[src/rtl/spi_frame_pkg.sv]
// Shared definitions for the SPI frame controller: FSM encoding, default sizing and SPI mode constants.
package spi_frame_pkg;

    localparam int DEF_MAX_BYTES = 8;
    localparam int DEF_CS_HOLD   = 2;

    localparam logic [1:0] MODE0 = 2'b00;
    localparam logic [1:0] MODE1 = 2'b01;
    localparam logic [1:0] MODE2 = 2'b10;
    localparam logic [1:0] MODE3 = 2'b11;

    typedef enum logic [2:0] {
        IDLE,
        SETUP,
        XFER,
        HOLD,
        RESP
    } frame_state_t;

endpackage

[src/rtl/spi_frame_bytesel.sv]
// Byte pointer, send-byte mux and receive shift register for spi_frame_ctrl.
// Receive capture exists only when SPI_FRAME_READBACK_EN is defined; otherwise rsp_data is constant 0.
module spi_frame_bytesel
    import spi_frame_pkg::*;
#(
    parameter int MAX_BYTES = DEF_MAX_BYTES,
    parameter int LEN_W     = $clog2(MAX_BYTES + 1)
) (
    input  logic                   clk,
    input  logic                   rst_n,
    input  logic                   clear,
    input  logic                   advance,
    input  logic                   load_rsp,
    input  logic [LEN_W-1:0]       len,
    input  logic [8*MAX_BYTES-1:0] data,
    input  logic [7:0]             rec_byte,
    output logic [7:0]             next_byte,
    output logic                   more,
    output logic [8*MAX_BYTES-1:0] rsp_data
);

    // ptr is the index of the byte in flight; 0 is the instruction byte.
    logic [LEN_W-1:0] ptr;
    logic [LEN_W-1:0] sel;

    assign more = (ptr < len);
    assign sel  = len - ptr - 1'b1;

    always_ff @(posedge clk or negedge rst_n) begin
        if (!rst_n) begin
            ptr <= '0;
        end else if (clear) begin
            ptr <= '0;
        end else if (advance && more) begin
            ptr <= ptr + 1'b1;
        end
    end

    // Payload is right-aligned and sent MSB byte first, so byte ptr+1 sits (len-ptr-1) bytes up.
    always_comb begin
        next_byte = '0;
        if (more) begin
            next_byte = 8'(data >> {sel, 3'b000});
        end
    end

`ifdef SPI_FRAME_READBACK_EN
    logic [8*MAX_BYTES-1:0] rx_shift;
    logic [8*MAX_BYTES-1:0] rx_next;
    logic [8*MAX_BYTES-1:0] rsp_q;

    always_comb begin
        rx_next = rx_shift;
        if (advance && (ptr != '0)) begin
            rx_next = {rx_shift[8*MAX_BYTES-9:0], rec_byte};
        end
    end

    always_ff @(posedge clk or negedge rst_n) begin
        if (!rst_n) begin
            rx_shift <= '0;
            rsp_q    <= '0;
        end else begin
            rx_shift <= clear ? '0 : rx_next;
            if (load_rsp) begin
                rsp_q <= rx_next;
            end
        end
    end

    assign rsp_data = rsp_q;
`else
    logic unused_readback;

    assign unused_readback = ^{load_rsp, rec_byte};
    assign rsp_data        = '0;
`endif

endmodule

[src/rtl/spi_frame_ctrl.sv]
// SPI frame controller: sends an instruction byte plus up to MAX_BYTES payload bytes through a byte driver.
// Define SPI_FRAME_READBACK_EN to capture received payload bytes into rsp_data.
module spi_frame_ctrl
    import spi_frame_pkg::*;
#(
    parameter int  MAX_BYTES = DEF_MAX_BYTES,
    parameter int  CS_HOLD   = DEF_CS_HOLD,
    localparam int LEN_W     = $clog2(MAX_BYTES + 1)
) (
    input  logic                   clk,
    input  logic                   rst_n,
    input  logic                   req_valid,
    output logic                   req_ready,
    input  logic [7:0]             req_instr,
    input  logic [8*MAX_BYTES-1:0] req_data,
    input  logic [LEN_W-1:0]       req_len,
    input  logic [1:0]             req_mode,
    output logic                   rsp_valid,
    output logic [8*MAX_BYTES-1:0] rsp_data,
    output logic                   busy,
    output logic                   cs_n,
    output logic                   spi_start,
    output logic                   spi_next,
    output logic [7:0]             spi_send_data,
    output logic [1:0]             spi_mode,
    input  logic                   spi_done,
    input  logic [7:0]             spi_rec_data,
    input  logic                   spi_idle
);

    localparam int                HOLD_W    = (CS_HOLD > 1) ? $clog2(CS_HOLD) : 1;
    localparam logic [HOLD_W-1:0] HOLD_LAST = HOLD_W'((CS_HOLD > 0) ? CS_HOLD - 1 : 0);
    localparam logic [LEN_W-1:0]  LEN_MAX   = LEN_W'(MAX_BYTES);

    frame_state_t           state;
    frame_state_t           state_nxt;
    logic [HOLD_W-1:0]      hold_cnt;
    logic [7:0]             instr_q;
    logic [8*MAX_BYTES-1:0] data_q;
    logic [LEN_W-1:0]       len_q;
    logic                   accept;
    logic                   advance;
    logic                   more;
    logic                   load_rsp;
    logic [7:0]             next_byte;

    // Ready is forced low during reset so nothing can be accepted while the block is cleared.
    assign req_ready = rst_n && (state == IDLE) && spi_idle;
    assign accept    = req_valid && req_ready;
    assign advance   = (state == XFER) && spi_done;

    always_ff @(posedge clk or negedge rst_n) begin
        if (!rst_n) begin
            state    <= IDLE;
            hold_cnt <= '0;
            instr_q  <= '0;
            data_q   <= '0;
            len_q    <= '0;
            spi_mode <= '0;
        end else begin
            state    <= state_nxt;
            hold_cnt <= (state == HOLD) ? hold_cnt + 1'b1 : '0;
            if (accept) begin
                instr_q  <= req_instr;
                data_q   <= req_data;
                len_q    <= (req_len > LEN_MAX) ? LEN_MAX : req_len;
                spi_mode <= req_mode;
            end
        end
    end

    always_comb begin
        state_nxt     = state;
        load_rsp      = 1'b0;
        cs_n          = 1'b1;
        spi_start     = 1'b0;
        spi_next      = 1'b0;
        spi_send_data = '0;
        rsp_valid     = 1'b0;
        busy          = 1'b1;
        case (state)
            IDLE: begin
                busy = 1'b0;
                if (accept) begin
                    state_nxt = SETUP;
                end
            end
            SETUP: begin
                cs_n          = 1'b0;
                spi_start     = 1'b1;
                spi_next      = more;
                spi_send_data = instr_q;
                state_nxt     = XFER;
            end
            XFER: begin
                cs_n          = 1'b0;
                spi_next      = more;
                spi_send_data = next_byte;
                if (spi_done && !more) begin
                    if (CS_HOLD > 0) begin
                        state_nxt = HOLD;
                    end else begin
                        state_nxt = RESP;
                        load_rsp  = 1'b1;
                    end
                end
            end
            HOLD: begin
                cs_n = 1'b0;
                if (hold_cnt == HOLD_LAST) begin
                    state_nxt = RESP;
                    load_rsp  = 1'b1;
                end
            end
            RESP: begin
                rsp_valid = 1'b1;
                state_nxt = IDLE;
            end
            default: begin
                state_nxt = IDLE;
            end
        endcase
    end

    spi_frame_bytesel #(
        .MAX_BYTES(MAX_BYTES),
        .LEN_W    (LEN_W)
    ) u_bytesel (
        .clk      (clk),
        .rst_n    (rst_n),
        .clear    (accept),
        .advance  (advance),
        .load_rsp (load_rsp),
        .len      (len_q),
        .data     (data_q),
        .rec_byte (spi_rec_data),
        .next_byte(next_byte),
        .more     (more),
        .rsp_data (rsp_data)
    );

endmodule
[config.mk]
export PLATFORM = sky130hd
export DESIGN_NAME = spi_frame_ctrl
export DESIGN_NICKNAME = d
export VERILOG_FILES = /design/src/rtl/spi_frame_pkg.sv /design/src/rtl/spi_frame_bytesel.sv /design/src/rtl/spi_frame_ctrl.sv
export SDC_FILE = /design/constraint.sdc
export NUM_CORES = 1
export LEC_CHECK = 0
export BUFFER_PORTS_ARGS = -buffer_cell sky130_fd_sc_hd__buf_2
export CORE_UTILIZATION = 45
export CTS_CLUSTER_SIZE = 8
export DETAILED_ROUTE_END_ITERATION = 8
export MAX_ROUTING_LAYER = met4
export PLACE_DENSITY_LB_ADDON = 0.08
export SLEW_MARGIN = 10
export SYNTH_ARGS = -nofsm -noshare
export SYNTH_HDL_FRONTEND = slang
export SYNTH_SLANG_ARGS = --single-unit
[constraint.sdc]
create_clock -name clk -period 2.7 [get_ports clk]
set_input_delay 0.135 -clock clk [delete_from_list [all_inputs] [get_ports clk]]
set_output_delay 0.135 -clock clk [all_outputs]
set_load 0.005 [all_outputs]
==> results.txt, run 1 <==
----------------------------------------------------
[GRT]
  Pin count of the biggest net entering global routing ... 85
  Vias in the first global route ... 3607
  Overflow left after global routing ... 0
  Total track usage ... 0.218
  Antenna violations before repair ... 0
  Wire length of the first global-routing pass ... 16.9 mm

[Floorplanning]
  Die Area ... 0.0106 mm²
  Starting utilization of the core area ... 0.466
  Die height ... 103 µm
  IO Count ... 171
  Die X ... 103 µm
  # rows ... 36
  Core region area ... 0.00982 mm²

[Critical path]
  Type of destination of the critical path ... primary output
  CP required ... 2.57 ns
  Delay contributed by the slowest stage of the critical path ... 0.40 ns
  Critical Path, Cell by Cell ... inv_1 -> ha_2 -> inv_2 -> fa_2 -> a21o_1 -> a2111oi_4 -> o21ai_2 -> o21ai_0 -> buf_2
  Number of buffers and inverters on the critical path ... 3
  Critical-path cell with the highest stage delay ... dfrtp_1
  Crit path depth ... 9
  Type of the worst setup path ... reg2out
  Crit path launch type ... flop
  Largest fanout on the critical path ... 4
  Cells on worst reg2reg path ... 9
  Crit path max-delay family ... compound AO/OA/AOI/OAI gates
  CP Data Arrival Time ... 2.47 ns

[Routing]
  Number of antenna-violating nets in the routed design ... 0
  Routed vias ... 3707
  Per-cell routed wire length ... 13.0 µm
  Detailed Route WL ... 10.5 mm
  DRC ... 0
  Iteration count of the initial detailed-routing pass ... 5
  Iteration-0 DRC Markers ... 144
  Ratio of routed vias to standard cells ... 4.58

[Logic synthesis]
  Number of synthesis warnings ... 0
  Number of storage elements in the synthesis netlist ... 86
  Commonest register cell after synthesis ... dfrtp_1
  Area contributors post-synth ... dfrtp_1 (47%), nand2_1 (19%), buf_4 (12%), mux4_2 (7.9%), ha_1 (1.9%)
  Post-synth ARST share ... 1.00
  Post-synth design cell area ... 0.00458 mm²
  Mean cell area of the mapped netlist ... 9.12 µm²
  Post-synthesis cell count ... 502
  Largest area contributor in the synthesized netlist ... dfrtp_1
  Count of distinct cell types in the synthesized netlist ... 40
  Share of Yosys cell area claimed by the top area cell type ... 0.470
  Number of flops mapped to enable cells by yosys ... 0
  Post-synthesis sequential area ratio ... 0.470

[Finish]
  Count of antenna diodes in the layout ... 0
  Fraction of layout instances using a drive strength above 1 ... 0.228
  Nets@finish ... 771
  Utilization of the core after routing ... 0.603
  P&R area growth vs syn ... 29.3%

[Outcome]
  Status ... complete, no violations

[Clock tree]
  Buffer levels on the longest clock path ... 2
  CTS tree ... yes
  Insertion delay of the later-clocked pin in the worst-skew pair ... 0.34 ns
  Clock Sinks ... 86
  TritonCTS buffer count ... 9
  Number of H-tree branching levels ... 3
  Clock tree root driver cell ... clkbuf_8
  CTS clock-pin slew for the worst setup and hold paths ... 0.08 ns

[Job]
  Number of max-cap violations ... 0

[Timing]
  Share of the clock period used by the worst path ... 0.965
  Unrepaired setup endpoints after global routing ... true
  Final setup violation count ... 0
  Total negative setup slack ... 0 ns
  Top achievable clock speed ... 384 MHz
  Worst-margin pin slew ... 0.643 ns
  Max Transition Viols Final ... 0
  Hold Fails Final Rpt ... 0
  Period minus WS final ... 2.61 ns
  Max-slew headroom at the worst pin ... 0.569
  Worst clock skew on the final layout ... 0.00506 ns

[Worst hold path]
  Class of the most critical hold timing path ... in2reg
  Number of cells on the worst hold path ... 3

[Pwr]
  Leakage power summed over all cells ... 0.00315 µW
  Worst IR drop on VDD ... 0.718 mV
  Areal power density over the cells ... 1000 mW/mm²

[Placement]
  Gpl congestion ... 0.794
  Final HPWL DP ... 6.69 mm
  Port Buf Inserts ... 98

----------------------------------------------------
[metal layers]
layer	routed length [µm]	global-route usage	share of wire	vias to the layer above
li1	-	-	-	1811
met1	4370	0.259	0.42	1741
met2	5450	0.368	0.52	135
met3	444	0.0393	0.042	20
met4	243	0.0878	0.023	0
met5	0	-	0	-
[what timing repair did]
| action | CTS | global route |
|---|---|---|
| pin swaps | 0 | 1 |
| hold endpoints to repair | 110 | 0 |
| setup endpoints to repair | 8 | 8 |
| resized for setup | 7 | 13 |
| buffers inserted | 2 | 1 |
| hold buffers | 72 | 0 |
[placed cells by master (no fill, tap or decap), types with 2 or more instances in the layout]
| master | count |
|---|---|
| buf_2 | 97 |
| mux4_2 | 16 |
| buf_12 | 2 |
| o21ai_1 | 6 |
| dlygate4sd3_1 | 72 |
| o21ai_2 | 2 |
| nand3b_1 | 2 |
| dfrtp_1 | 86 |
| mux2i_1 | 7 |
| nor3b_1 | 2 |
| clkinv_2 | 4 |
| nand3_1 | 4 |
| nand2_1 | 234 |
| a21oi_1 | 3 |
| buf_4 | 10 |
| clkbuf_8 | 9 |
| nor2_1 | 2 |
| ha_1 | 6 |
| conb_1 | 64 |
| nand2b_1 | 2 |
| buf_6 | 2 |
| a21o_1 | 4 |
| inv_1 | 7 |
| o21ai_0 | 7 |
[cell families after synthesis]
family	Yosys count	synth area share
AO/OA/AOI/OAI	30	0.0399
XOR/XNOR	2	0.00547
multiplexers	24	0.0962
buffers and inverters	96	0.140
flip-flops	86	0.470
adder cells (fa/ha/maj)	8	0.0235
other	1	0.000819
AND/OR/NAND/NOR	255	0.224
[worst reg2reg max path, delay by kind of cell, from the launching register on]
family          cells  cell delay, ns
flops               1            0.40
fa+ha+maj           2            0.51
buf+inv             3            0.25
simple gates        1            0.36
compound gates      3            0.66
[synthesized netlist by cell type, types with 2 or more instances]
cell and instances:
a21o_1 4, a21oi_1 3, buf_2 10, buf_4 72, clkbuf_1 5, dfrtp_1 86
ha_1 7, inv_1 8, mux2i_1 8, mux4_2 16, nand2_1 234, nand2b_1 2
nand3_1 4, nand3b_1 2, nor2_1 2, nor3b_1 2, o21ai_0 14
[through the flow]
| stage | worst slack, ns | std cells | hold WS [ns] | total power [µW] | instance area, µm² |
|---|---|---|---|---|---|
| final | 0.0937 | 809 | 0.00940 | 5930 | 5920 |
| after global routing | -0.0281 | 809 | 0.00241 | 6410 | 5920 |
| after CTS | -0.00684 | 808 | 0.000414 | 5890 | 5890 |
| after detailed placement | 0.125 | 719 | -0.0619 | 4910 | 4970 |
| after global placement | 0.211 | 719 | -0.0631 | 4830 | 4970 |
| after floorplan | 0.450 | 565 | -0.161 | 4060 | 4810 |
[worst paths after layout]
kind / start / to / slack [ns]
setup / recovery: u_bytesel.ptr[0]$_DFFE_PN0P_ / spi_send_data[1] / 0.09
hold / removal: req_instr[0] / instr_q[0]$_DFFE_PN0P_ / 0.009
setup reg to reg: u_bytesel.ptr[0]$_DFFE_PN0P_ / u_bytesel.ptr[3]$_DFFE_PN0P_ / 0.45
hold reg to reg: data_q[40]$_DFFE_PN0P_ / data_q[40]$_DFFE_PN0P_ / 0.47
max in group asynchronous: rst_n / data_q[38]$_DFFE_PN0P_ / 1.28
min in group asynchronous: rst_n / u_bytesel.ptr[3]$_DFFE_PN0P_ / 0.12
[power breakdown]
group / internal, µW / switching [µW] / leakage, µW
clock: 324 / 442 / 0.0000817
combinational: 1580 / 1430 / 0.00199
sequential: 1840 / 324 / 0.00108
[state kept, by name, summed over array words and instances (netlist names)]
name	cells
len_q	4
state	3
data_q	64
instr_q	8
hold_cnt	1
spi_mode	2
u_bytesel.ptr	4
[cell type report]
class                      instances  area, µm²
clock buffer                      10        128
clock inverter                     5       27.5
fill                             920       3900
inverter                           8       30.0
multi-input combinational        383       2060
sequential                        86       2150
tap                              133        166
timing repair buffer             184       1360
Note: power is estimated with default switching activity, not from simulation.
==> inputs of run 2 (changes only) <==
GPL_TIMING_DRIVEN = 0   (was default)
==> run 2 against run 1 <==
Effect of this change:
- combinational power increased by 11%
- core utilization increased by 6.8 points
- count of clock-buffer cells in the layout increased by 1
- first-iteration DRC count decreased by 1.4%
- critical path depth unchanged
- total power increased by 7.2%
- critical endpoint is now spi_send_data[0]
- largest power group unchanged
==> results.txt, run 2 (synthesized netlist as in run 1, its figures left out) <==
----------------------------------------------------
[Clock tree]
  TritonCTS buffer count ... 9
  Clock tree root driver cell ... clkbuf_8
  Clock Sinks ... 86
  CTS clock-pin slew for the worst setup and hold paths ... 0.08 ns
  Insertion delay of the later-clocked pin in the worst-skew pair ... 0.35 ns
  CTS tree ... yes
  Number of H-tree branching levels ... 3
  Buffer levels on the longest clock path ... 2

[Floorplanning]
  Die height ... 103 µm
  Core region area ... 0.00982 mm²
  Die Area ... 0.0106 mm²
  IO Count ... 171
  Die X ... 103 µm
  # rows ... 36
  Starting utilization of the core area ... 0.466

[Finish]
  P&R area growth vs syn ... 43.9%
  Post-route standard cell area excluding fillers ... 0.00659 mm²
  Nets@finish ... 855
  Count of antenna diodes in the layout ... 0
  Most frequent cells in the layout ... nand2_1 (234), buf_2 (105), dfrtp_1 (86), buf_4 (77), dlygate4sd3_1 (75)
  Utilization of the core after routing ... 0.671
  Fraction of layout instances using a drive strength above 1 ... 0.305
  Max FFs per register ... 64
  Leading registers by flop count ... data_q (64), instr_q (8)
  Commonest non-fill, non-tap cell in the layout ... nand2_1
  Top register by number of flip-flops ... data_q

[GRT]
  Vias in the first global route ... 4071
  Total track usage ... 0.254
  Pin count of the biggest net entering global routing ... 65
  Overflow left after global routing ... 0
  Wire length of the first global-routing pass ... 19.1 mm
  Antenna violations before repair ... 0

[Placement]
  Port Buf Inserts ... 98
  Placed cell areas ... 0.00550 mm²
  Post-placement setup slack ... -0.200 ns
  Final HPWL DP ... 7.96 mm
  Gpl congestion ... 0.861

[Worst hold path]
  Class of the most critical hold timing path ... in2reg
  Hold_sp ... req_len[1]
  Number of cells on the worst hold path ... 3

[Pwr]
  Worst IR drop on VDD ... 0.699 mV
  Leakage power summed over all cells ... 0.00360 µW
  Areal power density over the cells ... 965 mW/mm²

[Critical path]
  Type of destination of the critical path ... primary output
  CP required ... 2.57 ns
  Largest fanout on the critical path ... 4
  Origin of the critical flop-to-flop path ... u_bytesel.ptr[0]$_DFFE_PN0P_
  Crit path launch type ... flop
  CP Launch Point ... u_bytesel.ptr[0]$_DFFE_PN0P_
  Cells on worst reg2reg path ... 9
  CP Data Arrival Time ... 2.55 ns
  Type of the worst setup path ... reg2out

[Timing]
  Unrepaired setup endpoints after global routing ... true
  Final setup violation count ... 0
  Max-slew headroom at the worst pin ... 0.528
  Share of the clock period used by the worst path ... 0.995
  Period minus WS final ... 2.69 ns
  Worst hold-check slack ... 0.0265 ns
  Top achievable clock speed ... 372 MHz
  Setup WS post-layout ... 0.0143 ns
  Worst clock skew on the final layout ... 0.00548 ns
  Max Transition Viols Final ... 0
  Hold Fails Final Rpt ... 0
  Worst-margin pin slew ... 0.705 ns
  Total negative setup slack ... 0 ns

[Routing]
  Iteration-0 DRC Markers ... 142
  Per-cell routed wire length ... 13.9 µm
  Iteration count of the initial detailed-routing pass ... 4
  Detailed Route WL ... 12.4 mm
  Ratio of routed vias to standard cells ... 4.60
  Number of antenna-violating nets in the routed design ... 0
  DRC ... 0
  Routed vias ... 4109

[Job]
  Number of max-cap violations ... 0

[Outcome]
  Status ... complete, no violations

----------------------------------------------------
## run 2: cell count changes in the layout (fill, tap and decap cells not counted), sizes merged
cell	delta
clkinv	-2
bufinv	+1
buf	+75
dlygate4sd3	+3
clkbuf	+7
## run 2: timing repair
item,4_1_cts,5_1_grt
hold buffers,75,0
gates cloned,0,1
pin swaps,5,3
endpoints found under the setup margin,8,8
gates resized for setup,22,5
endpoints found under the hold margin,96,0
buffers inserted,6,1
## run 2: per-layer routing
metal | up-vias | GRT usage | part of all wire
met5 | - | - | 0
met4 | 0 | 0.137 | 0.034
met3 | 38 | 0.0278 | 0.052
met2 | 153 | 0.426 | 0.50
met1 | 1932 | 0.302 | 0.41
li1 | 1986 | - | -
## run 2: area by class of cell
type / count / area [µm²]
Clock inverter: 4 / 47.5
Clock buffer: 11 / 141
Multi-Input combinational cell: 383 / 2080
Sequential cell: 86 / 2150
Timing Repair Buffer: 182 / 1360
Tap cell: 133 / 166
Fill cell: 818 / 3230
Buffer: 86 / 618
Inverter: 8 / 30.0
## run 2: final timing paths
| check | to | slack, ns |
|---|---|---|
| hold / removal | len_q[1]$_DFFE_PN0P_ | 0.03 |
| min in group asynchronous | len_q[2]$_DFFE_PN0P_ | 0.23 |
| setup / recovery | spi_send_data[0] | 0.01 |
| max in group asynchronous | data_q[34]$_DFFE_PN0P_ | 1.83 |
| hold reg to reg | data_q[41]$_DFFE_PN0P_ | 0.47 |
| setup reg to reg | u_bytesel.ptr[3]$_DFFE_PN0P_ | 0.42 |
## run 2: worst max-delay path, cell delays in order, from the launching register on
cell	delay, ns
dfrtp_1	0.39
inv_1	0.07
ha_2	0.18
inv_2	0.04
fa_2	0.64
buf_4	0.16
mux4_2	0.34
mux2i_2	0.19
o21ai_2	0.07
buf_2	0.13
## run 2: power breakdown
part	switching (µW)	internal, µW	leakage, µW	total, µW
combinational	1570	1740	0.00242	3320
sequential	293	1840	0.00108	2140
clock	460	446	0.0000952	905
total	2330	4030	0.00360	6360
## run 2: stage by stage
| step | cells | total power [µW] |
|---|---|---|
| 3_3_place_gp | 796 | 4760 |
| 4_1_cts | 892 | 6170 |
| 5_1_grt | 893 | 6820 |
| 2_1_floorplan | 565 | 4060 |
| 6_report | 893 | 6360 |
| 3_5_place_dp | 797 | 4850 |
==> inputs of run 3 (changes only) <==
CORE_MARGIN = 2   (was default)
SETUP_SLACK_MARGIN = 0.4   (was default)
==> run 3 against run 2 <==
Effect of this change:
- global-route usage decreased by 1.8 points
- sequential power barely moved
- total power grew 2.9%
- die area is 3.9% higher
- design area increased by 0.66%
- sequential cell count unchanged
- routed wire length grew 1.0%
- non-clock buffer count stayed put
- worst hold slack worse by 0.020 ns
- critical path depth up 1
- clock skew increased by 0.0029 ns
- critical path type unchanged
- critical endpoint is now spi_send_data[1]
- highest routed layer unchanged
==> results.txt, run 3 (synthesized netlist as in run 1, its figures left out) <==
----------------------------------------------------
[Outcome]
  Status ... complete, no violations

[Timing]
  Final setup violation count ... 0
  Hold Fails Final Rpt ... 0
  Worst-margin pin slew ... 0.694 ns
  Unrepaired setup endpoints after global routing ... true
  Top achievable clock speed ... 379 MHz
  Worst clock skew on the final layout ... 0.00834 ns
  Share of the clock period used by the worst path ... 0.977
  Period minus WS final ... 2.64 ns
  Max Transition Viols Final ... 0
  Total negative setup slack ... 0 ns
  Max-slew headroom at the worst pin ... 0.535

[Clock tree]
  Number of H-tree branching levels ... 3
  Insertion delay of the later-clocked pin in the worst-skew pair ... 0.36 ns
  Buffer levels on the longest clock path ... 2
  Clock tree root driver cell ... clkbuf_8
  CTS clock-pin slew for the worst setup and hold paths ... 0.09 ns
  Clock Sinks ... 86
  CTS tree ... yes
  TritonCTS buffer count ... 9

[Routing]
  DRC ... 0
  Ratio of routed vias to standard cells ... 4.59
  Iteration-0 DRC Markers ... 152
  Detailed Route WL ... 12.5 mm
  Routed vias ... 4096
  Number of antenna-violating nets in the routed design ... 0
  Per-cell routed wire length ... 14.0 µm
  Iteration count of the initial detailed-routing pass ... 4

[Critical path]
  Crit path max-delay family ... compound AO/OA/AOI/OAI gates
  CP required ... 2.57 ns
  CP Data Arrival Time ... 2.50 ns
  Crit path launch type ... flop
  Number of buffers and inverters on the critical path ... 4
  Delay contributed by the slowest stage of the critical path ... 0.40 ns
  Register-to-register setup slack ... 0.34 ns
  Critical Path, Cell by Cell ... inv_2 -> ha_4 -> inv_2 -> fa_2 -> a21o_1 -> a2111oi_4 -> o21ai_1 -> buf_4 -> o21ai_2 -> buf_2
  Largest fanout on the critical path ... 8
  Critical-path cell with the highest stage delay ... dfrtp_1
  Critical path's most frequent cell ... inv_2
  Type of destination of the critical path ... primary output
  Type of the worst setup path ... reg2out

[Finish]
  Commonest non-fill, non-tap cell in the layout ... nand2_1
  Sequential cell area in the final layout ... 0.00215 mm²
  Fraction of layout instances using a drive strength above 1 ... 0.316
  Leading registers by flop count ... data_q (64), instr_q (8)
  Fillers ... 797
  Max FFs per register ... 64
  Top register by number of flip-flops ... data_q
  P&R area growth vs syn ... 44.9%
  Nets@finish ... 855
  Area taken by multi-input logic gates ... 0.00210 mm²
  Most frequent cells in the layout ... nand2_1 (234), buf_2 (105), dfrtp_1 (86), buf_4 (75), dlygate4sd3_1 (73)
  Count of antenna diodes in the layout ... 0
  Utilization of the core after routing ... 0.675
  Final standard cell count with taps included and fillers excluded ... 893

[GRT]
  Met2 track utilization from global routing ... 0.391
  Pin count of the biggest net entering global routing ... 64
  Total track usage ... 0.236
  GR Layer Usage met1 ... 0.287
  Wire length of the first global-routing pass ... 19.7 mm
  Global routing usage on met3 ... 0.0381
  Overflow left after global routing ... 0
  Busiest metal layer after global routing ... met2
  Antenna violations before repair ... 0
  Vias in the first global route ... 4178

[Placement]
  Gpl congestion ... 0.847
  Port Buf Inserts ... 98
  Final HPWL DP ... 8.23 mm
  Total instance count after detailed placement ... 797

[Pwr]
  Leakage power summed over all cells ... 0.00363 µW
  Areal power density over the cells ... 986 mW/mm²
  Worst IR drop on VDD ... 0.652 mV

[Floorplanning]
  Die X ... 105 µm
  Core region area ... 0.00982 mm²
  Die Area ... 0.0110 mm²
  # rows ... 36
  Die height ... 105 µm
  Starting utilization of the core area ... 0.466
  IO Count ... 171

[Worst hold path]
  Class of the most critical hold timing path ... in2reg

[Job]
  Number of max-cap violations ... 0

----------------------------------------------------
run 3: changes by cell type in the layout (fill, tap and decap cells not counted), sizes merged:
cell | previous run | this run
clkinvlp | 1 | 0
clkinv | 2 | 4
buf | 187 | 188
dlygate4sd3 | 75 | 73
run 3: area by class of cell:
class | count | share of cell area
clock buffer | 10 | 0.0208
timing repair buffer | 180 | 0.204
buffer | 88 | 0.0968
sequential | 86 | 0.324
inverter | 8 | 0.00453
multi-input combinational | 383 | 0.317
clock inverter | 5 | 0.00755
tap | 133 | 0.0251
run 3: worst paths after layout:
path / startpoint / to / depth (start not counted)
max: u_bytesel.ptr[0]$_DFFE_PN0P_ / spi_send_data[1] / 10
min: req_instr[6] / instr_q[6]$_DFFE_PN0P_ / 3
max reg2reg: u_bytesel.ptr[0]$_DFFE_PN0P_ / u_bytesel.ptr[3]$_DFFE_PN0P_ / 11
min reg2reg: data_q[39]$_DFFE_PN0P_ / data_q[39]$_DFFE_PN0P_ / 2
max in group asynchronous: rst_n / data_q[49]$_DFFE_PN0P_ / 3
min in group asynchronous: rst_n / u_bytesel.ptr[2]$_DFFE_PN0P_ / 2
run 3: per-layer routing:
metal / routed length [µm] / up-vias
met4: 235 / 0
met3: 796 / 21
met2: 6310 / 150
met5: 0 / -
met1: 5180 / 1944
li1: - / 1981
run 3: repair_timing:
| action | CTS | global route |
|---|---|---|
| endpoints found under the setup margin | 9 | 13 |
| hold buffers | 73 | 0 |
| hold endpoints to repair | 95 | 0 |
| cloned | 0 | 1 |
| gates resized for setup | 22 | 18 |
| buffers inserted | 5 | 2 |
| pin swaps | 2 | 11 |
run 3: where the power goes:
group | leakage, µW | total [µW] | switching, µW | internal, µW
clock | 0.000102 | 907 | 465 | 442
sequential | 0.00108 | 2140 | 300 | 1840
combinational | 0.00244 | 3490 | 1640 | 1850
total | 0.00363 | 6540 | 2410 | 4130
run 3: through the flow:
step                      instance area, µm²  worst slack, ns  hold slack (ns)  total power [µW]
final                                   6630           0.0622          0.00627              6540
after global routing                    6630          -0.0299           0.0140              6970
after CTS                               6520          0.00252          0.00342              6210
after detailed placement                5500           -0.215           0.0832              4860
after global placement                  5470           -0.515            0.327              4770
after floorplan                         4810            0.450           -0.161              4060
run 3: worst reg2reg max path: cells and delay by family, from the launching register on:
kind	cells	cell delay, ns
compound gates	3	0.63
fa+ha+maj	2	0.49
buf+inv	5	0.45
flops	1	0.40
simple gates	1	0.33
